**config.mk**
```make
export PLATFORM = sky130hd
export DESIGN_NAME = alu_seq
export DESIGN_NICKNAME = d
export VERILOG_FILES = /design/src/rtl/alu_pkg.sv /design/src/rtl/alu_comb.sv /design/src/rtl/alu_seq.sv
export SDC_FILE = /design/constraint.sdc
export NUM_CORES = 1
export LEC_CHECK = 0
export ABC_AREA = 1
export BUFFER_PORTS_ARGS = -buffer_cell sky130_fd_sc_hd__buf_2
export CORE_ASPECT_RATIO = 1.2
export CORE_UTILIZATION = 39
export DETAILED_ROUTE_END_ITERATION = 8
export SYNTH_ARGS = -nofsm -noshare
export SYNTH_HDL_FRONTEND = slang
export SYNTH_SLANG_ARGS = --single-unit
```
**constraint.sdc**
```tcl
create_clock -name CLK -period 5.8 [get_ports CLK]
set_input_delay 1.16 -clock CLK [delete_from_list [all_inputs] [get_ports CLK]]
set_output_delay 1.16 -clock CLK [all_outputs]
set_load 0.02 [all_outputs]
```
**src/rtl/alu_pkg.sv**
```systemverilog
// Shared opcode encoding, FSM state constants and multiplier iteration count for the
// sequential ALU.
package alu_pkg;

    typedef enum logic [3:0] {
        OP_ADD  = 4'h0,
        OP_ADC  = 4'h1,
        OP_SUB  = 4'h2,
        OP_SBB  = 4'h3,
        OP_AND  = 4'h4,
        OP_OR   = 4'h5,
        OP_XOR  = 4'h6,
        OP_NOT  = 4'h7,
        OP_SHL  = 4'h8,
        OP_SHR  = 4'h9,
        OP_INC  = 4'hA,
        OP_DEC  = 4'hB,
        OP_PASS = 4'hC,
        OP_MUL  = 4'hD
    } op_t;

    typedef logic [1:0] state_t;

    localparam state_t ST_IDLE = 2'd0;
    localparam state_t ST_EXEC = 2'd1;
    localparam state_t ST_MUL  = 2'd2;

    localparam int unsigned MUL_ITER = 8;

endpackage

```
**src/rtl/alu_comb.sv**
```systemverilog
// Single-cycle arithmetic/logic for the sequential ALU. Reserved opcodes (and MUL,
// which is handled in alu_seq) pass A through with a cleared carry.
module alu_comb
    import alu_pkg::*;
(
    input  logic [3:0] op,
    input  logic [7:0] a,
    input  logic [7:0] b,
    input  logic       cy_in,
    output logic [7:0] res,
    output logic       cy
);

    always_comb begin
        res = a;
        cy  = 1'b0;
        case (op)
            OP_ADD:  {cy, res} = {1'b0, a} + {1'b0, b};
            OP_ADC:  {cy, res} = {1'b0, a} + {1'b0, b} + {8'd0, cy_in};
            // Bit 8 of the 9-bit difference is the borrow.
            OP_SUB:  {cy, res} = {1'b0, a} - {1'b0, b};
            OP_SBB:  {cy, res} = {1'b0, a} - {1'b0, b} - {8'd0, cy_in};
            OP_AND:  res = a & b;
            OP_OR:   res = a | b;
            OP_XOR:  res = a ^ b;
            OP_NOT:  res = ~a;
            OP_SHL: begin
                res = {a[6:0], 1'b0};
                cy  = a[7];
            end
            OP_SHR: begin
                res = {1'b0, a[7:1]};
                cy  = a[0];
            end
            OP_INC: begin
                res = a + 8'd1;
                cy  = (a == 8'hFF);
            end
            OP_DEC: begin
                res = a - 8'd1;
                cy  = (a == 8'h00);
            end
            OP_PASS: res = b;
            default: begin
                res = a;
                cy  = 1'b0;
            end
        endcase
    end

endmodule

```
**src/rtl/alu_seq.sv**
```systemverilog
// Sequential ALU: latches an operation on START, completes in EXEC (1 cycle) or via an
// 8-step shift-add multiply when built with `define ALU_SEQ_MUL_EN.
module alu_seq
    import alu_pkg::*;
(
    input  logic       CLK,
    input  logic       RST,
    input  logic       START,
    input  logic [3:0] OP,
    input  logic [7:0] A,
    input  logic [7:0] B,
    input  logic       CY_IN,
    output logic       BUSY,
    output logic       DONE,
    output logic [7:0] ALU_RESULT,
    output logic       ALU_CY
);

    state_t     state_q, state_d;
    logic [3:0] op_q;
    logic [7:0] a_q, b_q;
    logic       cy_in_q;
    logic       done_q;
    logic [7:0] res_q;
    logic       res_cy_q;

    logic [7:0] comb_res;
    logic       comb_cy;
    logic [7:0] fin_res;
    logic       fin_cy;
    logic       accept;

    assign accept = (state_q == ST_IDLE) && START;

    alu_comb u_alu_comb (
        .op    (op_q),
        .a     (a_q),
        .b     (b_q),
        .cy_in (cy_in_q),
        .res   (comb_res),
        .cy    (comb_cy)
    );

`ifdef ALU_SEQ_MUL_EN
    localparam logic [2:0] CntLast = 3'(MUL_ITER - 1);

    logic [15:0] acc_q, acc_d;
    logic [2:0]  cnt_q;

    // One multiplier bit per cycle, LSB first.
    always_comb begin
        acc_d = acc_q;
        if (b_q[cnt_q]) begin
            acc_d = acc_q + ({8'd0, a_q} << cnt_q);
        end
    end

    always_ff @(posedge CLK or posedge RST) begin
        if (RST) begin
            acc_q <= 16'd0;
            cnt_q <= 3'd0;
        end else if (accept) begin
            acc_q <= 16'd0;
            cnt_q <= 3'd0;
        end else if (state_q == ST_MUL) begin
            acc_q <= acc_d;
            cnt_q <= cnt_q + 3'd1;
        end
    end

    // A finished multiply drains through EXEC, which registers the product.
    always_comb begin
        fin_res = comb_res;
        fin_cy  = comb_cy;
        if (op_q == OP_MUL) begin
            fin_res = acc_q[7:0];
            fin_cy  = |acc_q[15:8];
        end
    end
`else
    always_comb begin
        fin_res = comb_res;
        fin_cy  = comb_cy;
    end
`endif

    always_comb begin
        state_d = state_q;
        case (state_q)
            ST_IDLE: begin
                if (START) begin
`ifdef ALU_SEQ_MUL_EN
                    state_d = (OP == OP_MUL) ? ST_MUL : ST_EXEC;
`else
                    state_d = ST_EXEC;
`endif
                end
            end
            ST_EXEC: state_d = ST_IDLE;
`ifdef ALU_SEQ_MUL_EN
            ST_MUL: begin
                if (cnt_q == CntLast) begin
                    state_d = ST_EXEC;
                end
            end
`endif
            default: state_d = ST_IDLE;
        endcase
    end

    always_ff @(posedge CLK or posedge RST) begin
        if (RST) begin
            state_q <= ST_IDLE;
        end else begin
            state_q <= state_d;
        end
    end

    always_ff @(posedge CLK or posedge RST) begin
        if (RST) begin
            op_q    <= 4'd0;
            a_q     <= 8'd0;
            b_q     <= 8'd0;
            cy_in_q <= 1'b0;
        end else if (accept) begin
            op_q    <= OP;
            a_q     <= A;
            b_q     <= B;
            cy_in_q <= CY_IN;
        end
    end

    always_ff @(posedge CLK or posedge RST) begin
        if (RST) begin
            done_q   <= 1'b0;
            res_q    <= 8'd0;
            res_cy_q <= 1'b0;
        end else begin
            done_q <= (state_q == ST_EXEC);
            if (state_q == ST_EXEC) begin
                res_q    <= fin_res;
                res_cy_q <= fin_cy;
            end
        end
    end

    assign BUSY       = (state_q != ST_IDLE);
    assign DONE       = done_q;
    assign ALU_RESULT = res_q;
    assign ALU_CY     = res_cy_q;

endmodule

```
Word-level counts from Yosys, hierarchy flattened

Index checks and enable logic that the tools add are counted.

Add/sub/neg operators: 6
Equal/unequal tests: 15
Bitwise operators: 4
Reductions and logical operators: 5
Multiplexer cells: 4

Operators by type and width:

| cell                  | number |
|---|---|
| $pmux W8 S13          | 1 |
| $eq A4 B4 Y1 const B  | 5 |
| $eq A4 B3 Y1 const B  | 4 |
| $add A8 B8 Y9         | 1 |
| $add A9 B1 Y9         | 1 |
| $sub A8 B8 Y9         | 1 |
| $sub A9 B1 Y9         | 1 |
| $add A8 B1 Y8 const B | 1 |
| $and A8 B8 Y8         | 1 |
| $eq A4 B2 Y1 const B  | 2 |
| $eq A8 B8 Y1 const B  | 1 |
| $logic_not A8 Y1      | 1 |
| $not A8 Y8            | 1 |
| $or A8 B8 Y8          | 1 |
| $pmux W1 S8           | 1 |
| $sub A8 B1 Y8 const B | 1 |
| $xor A8 B8 Y8         | 1 |
| $eq A4 B1 Y1 const B  | 1 |
| $logic_not A4 Y1      | 1 |
| $mux W2               | 2 |
| $eq A2 B1 Y1 const B  | 1 |
| $logic_not A2 Y1      | 1 |
| $ne A2 B2 Y1 const B  | 1 |
| $reduce_bool A2 Y1    | 1 |
| $logic_and A1 B1 Y1   | 1 |

Output and inout bits: 11
Register bits: 33
Word-level logic and storage cells: 42

Longest topological paths before layout

Depth after elaboration: 3
Depth in mapped cells: 18
Mapped depth without buffers: 17

Modules after synthesis

From an unflattened synthesis, not the netlist that was laid out.

Cell total of the unflattened synthesis: 587
Area total of the unflattened synthesis: 3868.7 µm²

Modules (own cells, without submodules):

| module   | instances | seq. area each (µm²) | cells an instance | area each (µm²) |
|---|---|---|---|---|
| alu_comb | 1         | 0.0                  | 453               | 2612.5 |
| alu_seq  | 1         | 800.8                | 134               | 1256.2 |

Worst setup path before layout

No wires, ideal clock.

Kind: reg-to-reg
From: reg a_q[0]
To: reg res_cy_q, in the netlist ALU_CY
Stages on the path, launching flop included: 14
Arrival: 2167 ps
Path slack: 3515 ps
Period minus slack after synthesis: 2285 ps
Data required time: 5682 ps
Path buffers: 0
Setup time: 118 ps
Cells stage by stage: dfrtp_1 -> inv_1 -> ha_1 -> fa_1 -> ha_1 -> inv_1 -> nor2_1 -> nand3_4 -> nor2_4 -> nand4_1 -> nand3_1 -> nand3_1 -> nand2_1 -> nand2_1

Cells in the longest elaborated chain, start to end: 3
Elaborated cells on any way between the ends: 7
Those cells by class: 4 x add/sub; 1 x eq/ne; 1 x mux; 1 x reduce/logical

RTL lines:

| what                                           | line                           | text |
|---|---|---|
| start: declaration                             | alu_seq.sv:21                  | `logic [7:0] a_q, b_q;` |
| start signal: assignment                       | alu_seq.sv:122                 | `a_q <= 8'd0;` |
| start signal: assignment                       | alu_seq.sv:127                 | `a_q <= A;` |
| $sub A8 B8 Y9 or $add A8 B8 Y9 (tied branches) | --                             |  |
| $sub A9 B1 Y9 or $add A9 B1 Y9 (tied branches) | alu_comb.sv:22, alu_comb.sv:19 |  |
| $pmux W1 S8 (*)                                | alu_comb.sv:17                 | `case (op)` |
| end signal: assignment                         | alu_seq.sv:142                 | `res_cy_q <= fin_cy;` |
| end: declaration                               | alu_seq.sv:25                  | `logic res_cy_q;` |

Mark *: on every way between the ends. The rest lies on a longest branch, timed or not.
A chain may end at the register's enable or synchronous reset.

Final worst setup path

From: reg a_q[3]
To: reg res_q[4], in the netlist ALU_RESULT[4]

Cells in the longest elaborated chain, start to end: 3
Elaborated cells on any way between the ends: 7
Those cells by class: 6 x add/sub; 1 x mux

RTL lines:

| what                                           | line                           | text |
|---|---|---|
| $sub A8 B8 Y9 or $add A8 B8 Y9 (tied branches) | --                             |  |
| $sub A9 B1 Y9 or $add A9 B1 Y9 (tied branches) | alu_comb.sv:22, alu_comb.sv:19 |  |
| $pmux W8 S13 (*)                               | alu_comb.sv:17                 |  |
| end signal: assignment                         | alu_seq.sv:141                 | `res_q <= fin_res;` |
| end: declaration                               | alu_seq.sv:24                  | `logic [7:0] res_q;` |

Marks and branches as above.

==> flow_summary_export.csv <==
group,metric,value,unit
power,p_leak,2.07,nW
power,power_frac_clock,0.156,
synth,synthesis.nets,613,
drt,dr_total_vias,3912,
grt,overflow,0,
synth,avgSynthCellArea,6.73,um2
timing,setup_viol,0,
critical_path,cp_top_family,"simple AND/OR/NAND/NOR gates",
power,vdd.ir_drop.worst,0.153,mV
critical_path,endpoint_kind,"flop",
cts,ctsHoldBuffers,0,
floorplanning,dieArea,9910,um2
critical_path,cp_common_cell,"nand2_1",
synth,ys_seq_area_frac,0.216,
layout,final_nets,645,
placed_design,pre_cts_slack,2930,ps
critical_path,required,5980,ps
floorplanning,die-height,109,um
cts,clk_path_buf_depth,2,
critical_path,worstPathCellList,"inv_1 > ha_1 > inv_1 > a21oi_1 > nand3_1 > nand2_2 > inv_2 > nand2_1 > nand3_1 > nor3_2 > nand2_1 > o21ai_1 > nand2_1",
critical_path,crit_arrival,3140,ps
power,p_comb_frac,0.592,
critical_path,cp-start-kind,"flop",
hold_path,hold_path_class,"reg -> reg",
drt,drc,0,
timing,skew,4.78,ps
floorplanning,core-area,9130,um2
timing,slew_headroom,0.654,
cts,htree_levels,2,
floorplanning,io_pins,35,
cts,cts_buffers,5,
critical_path,worstPathMaxFanout,11,
timing,slew_viol_final,0,
grt,grt_pass1_wl,19700,um
synth,netlist_area,3710,um2
floorplanning,fp-row-count,38,
power,switchingPower,0.624,mW
timing,fin_crit_sh,0.511,
grt,antenna_found_initial,0,
cts,cts_setup_buffers,0,
power,seq_power_share,0.252,
flow_run,drv_cap,0,
grt,grt_max_degree,43,
drt,drtPass1Iterations,5,
synth,synth-seq-cells,32,
layout,antenna_cells,0,
layout,nFillCells,985,
synth,syn_inst,552,
placed_design,hpwl,9930,um
timing,tns,0,ps
timing,rsz0062_at_grt,"no",
power,p_int,0.590,mW
floorplanning,initial_utilization,0.407,
cts,clock-root-buffer,"clkbuf_8",
layout,post-route-util,0.446,
cts,clk_latency,290,ps
grt,grt_usage,0.261,
critical_path,cpPeakStageDelay,650,ps
layout,drive_gt1_frac,0.170,
cts,cts_tree,"built",
timing,max_freq,0.338,GHz
floorplanning,die_w,91.1,um
drt,drt_iter0_markers,199,
timing,period_needed,2960,ps
critical_path,critPathSlowestCell,"ha_1",
synth,yosysWarnings,0,
placed_design,portBuffers,34,
drt,wl_per_cell,17.5,um
layout,area_growth,9.57,%
timing,post-route-worst-setup-slack,2840,ps
cts,cts.reportedPaths.clkPinSlew,70,ps
drt,drt-total-wl,12300,um
critical_path,path_buf_inv,3,
synth,ys_types,46,
timing,tightest_slew,520,ps
outcome,status,"complete, no violations",
cts,post_cts_resized,0,
drt,avgViaCountPerCell,5.56,
power,p_sw_frac,0.514,
placed_design,routabilityCongestion,0.983,
power,p_per_area,299,nW/um2
layout,area.sequential,801,um2
timing,hold_viol,0,
drt,drtAntennaViolNets,0,
layout,multi_input_area,2520,um2
grt,first_global_vias,3800,
cts,clock_sinks,32,
critical_path,critical_path_class,"reg -> reg",
-- placed cells by master (no fill, tap or decap), drive strengths merged --
cell     count
a21o         2
a21oi       27
a31oi        1
and2         1
buf         36
clkbuf       7
clkinv       1
dfrtp       32
fa           3
ha          34
inv         78
nand2      166
nand3       50
nand3b       1
nand4       15
nor2        44
nor3         4
nor4         6
o2111ai      2
o211ai       2
o21a         1
o21ai       48
o21bai       1
o221ai       4
o22ai       12
o41ai        1
or2          1
xnor2        1
xor2         3
-- cells by family after synthesis --
group                      Yosys count  share of synthesized area
AOI/OAI and AO/OA                  101                      0.154
xor gates and xnor gates             4                     0.0115
adders and majority gates           37                      0.131
buffers and inverters               90                      0.104
DFF                                 32                      0.216
and+or+nand+nor                    288                      0.384
-- state kept, by name, summed over array words and instances (netlist names) --
name and cells:
cy_in_q 1, ALU_CY 1, op_q 4, state_q 1, ALU_RESULT 8, DONE 1
a_q 8, b_q 8
-- final timing paths --
| path | to | start | slack, ps | cells after the start |
|---|---|---|---|---|
| worst max-delay path | ALU_RESULT[4]$_DFFE_PP0P_ | a_q[3]$_DFFE_PP0P_ | 2840 | 13 |
| worst min-delay path | ALU_RESULT[4]$_DFFE_PP0P_ | ALU_RESULT[4]$_DFFE_PP0P_ | 480 | 2 |
| worst max register to register | ALU_RESULT[4]$_DFFE_PP0P_ | a_q[3]$_DFFE_PP0P_ | 2840 | 13 |
| worst min register to register | ALU_RESULT[4]$_DFFE_PP0P_ | ALU_RESULT[4]$_DFFE_PP0P_ | 480 | 2 |
| max in group asynchronous | a_q[7]$_DFFE_PP0P_ | RST | 4530 | 3 |
| min in group asynchronous | ALU_RESULT[5]$_DFFE_PP0P_ | RST | 960 | 3 |
-- metrics by stage --
step | cells | area [um2] | hold slack, ps | total power, mW
after floorplan | 552 | 3710 | 482 | 0.834
after global placement | 697 | 3970 | 459 | 1.01
after detailed placement | 697 | 3970 | 465 | 1.02
after CTS | 704 | 4070 | 486 | 1.21
after global routing | 704 | 4070 | 499 | 1.31
final | 704 | 4070 | 481 | 1.21
-- final cells by class --
class	instances	share of cell area
repair buffers	36	0.0455
inverters	79	0.0766
clock buffers	7	0.0237
flip-flops and latches	32	0.197
multi-input cells	430	0.620
well taps	120	0.0369
-- power groups by stage --
| stage | registers, mW | logic (mW) | clock network (mW) |
|---|---|---|---|
| floorplan | 0.330 | 0.505 | 0 |
| finish | 0.306 | 0.719 | 0.189 |
| global route | 0.312 | 0.794 | 0.201 |
| detailed placement | 0.310 | 0.711 | 0 |
| global placement | 0.309 | 0.706 | 0 |
| CTS | 0.306 | 0.715 | 0.194 |
-- cells in the mapped netlist (all sizes together) --
cell type,number,share of area
xnor2,1,0.0024
ha,34,0.11
o2111ai,2,0.0047
a21oi,27,0.038
fa,3,0.016
and2,1,0.0017
nand2,166,0.20
o211ai,2,0.0040
o21bai,1,0.0020
inv,78,0.083
buf,7,0.017
nand3b,1,0.0020
a31oi,1,0.0017
a21o,2,0.0040
nor4,6,0.010
or2,1,0.0017
dfrtp,32,0.22
nand4,15,0.025
o221ai,4,0.0094
clkinv,1,0.0010
nor3,4,0.0067
clkbuf,4,0.0040
nor2,44,0.061
o21ai,48,0.065
nand3,50,0.080
o41ai,1,0.0024
o22ai,12,0.020
xor2,3,0.0091
o21a,1,0.0020
-- per-layer routing --
layer	vias to the layer above	global-route usage	routed length [um]	share of wire
met5	-	0	0	0
met4	0	0.181	762	0.062
met3	46	0.0300	603	0.049
met2	151	0.449	5790	0.47
met1	1824	0.306	5180	0.42
li1	1891	-	-	-
-- tightest hold or removal path, stage by stage (launching register included) --
cell     delay, ps
dfrtp_1        340
nand2_1         50
nand2_1         60
No activity file was read; power rests on OpenSTA's default activity.
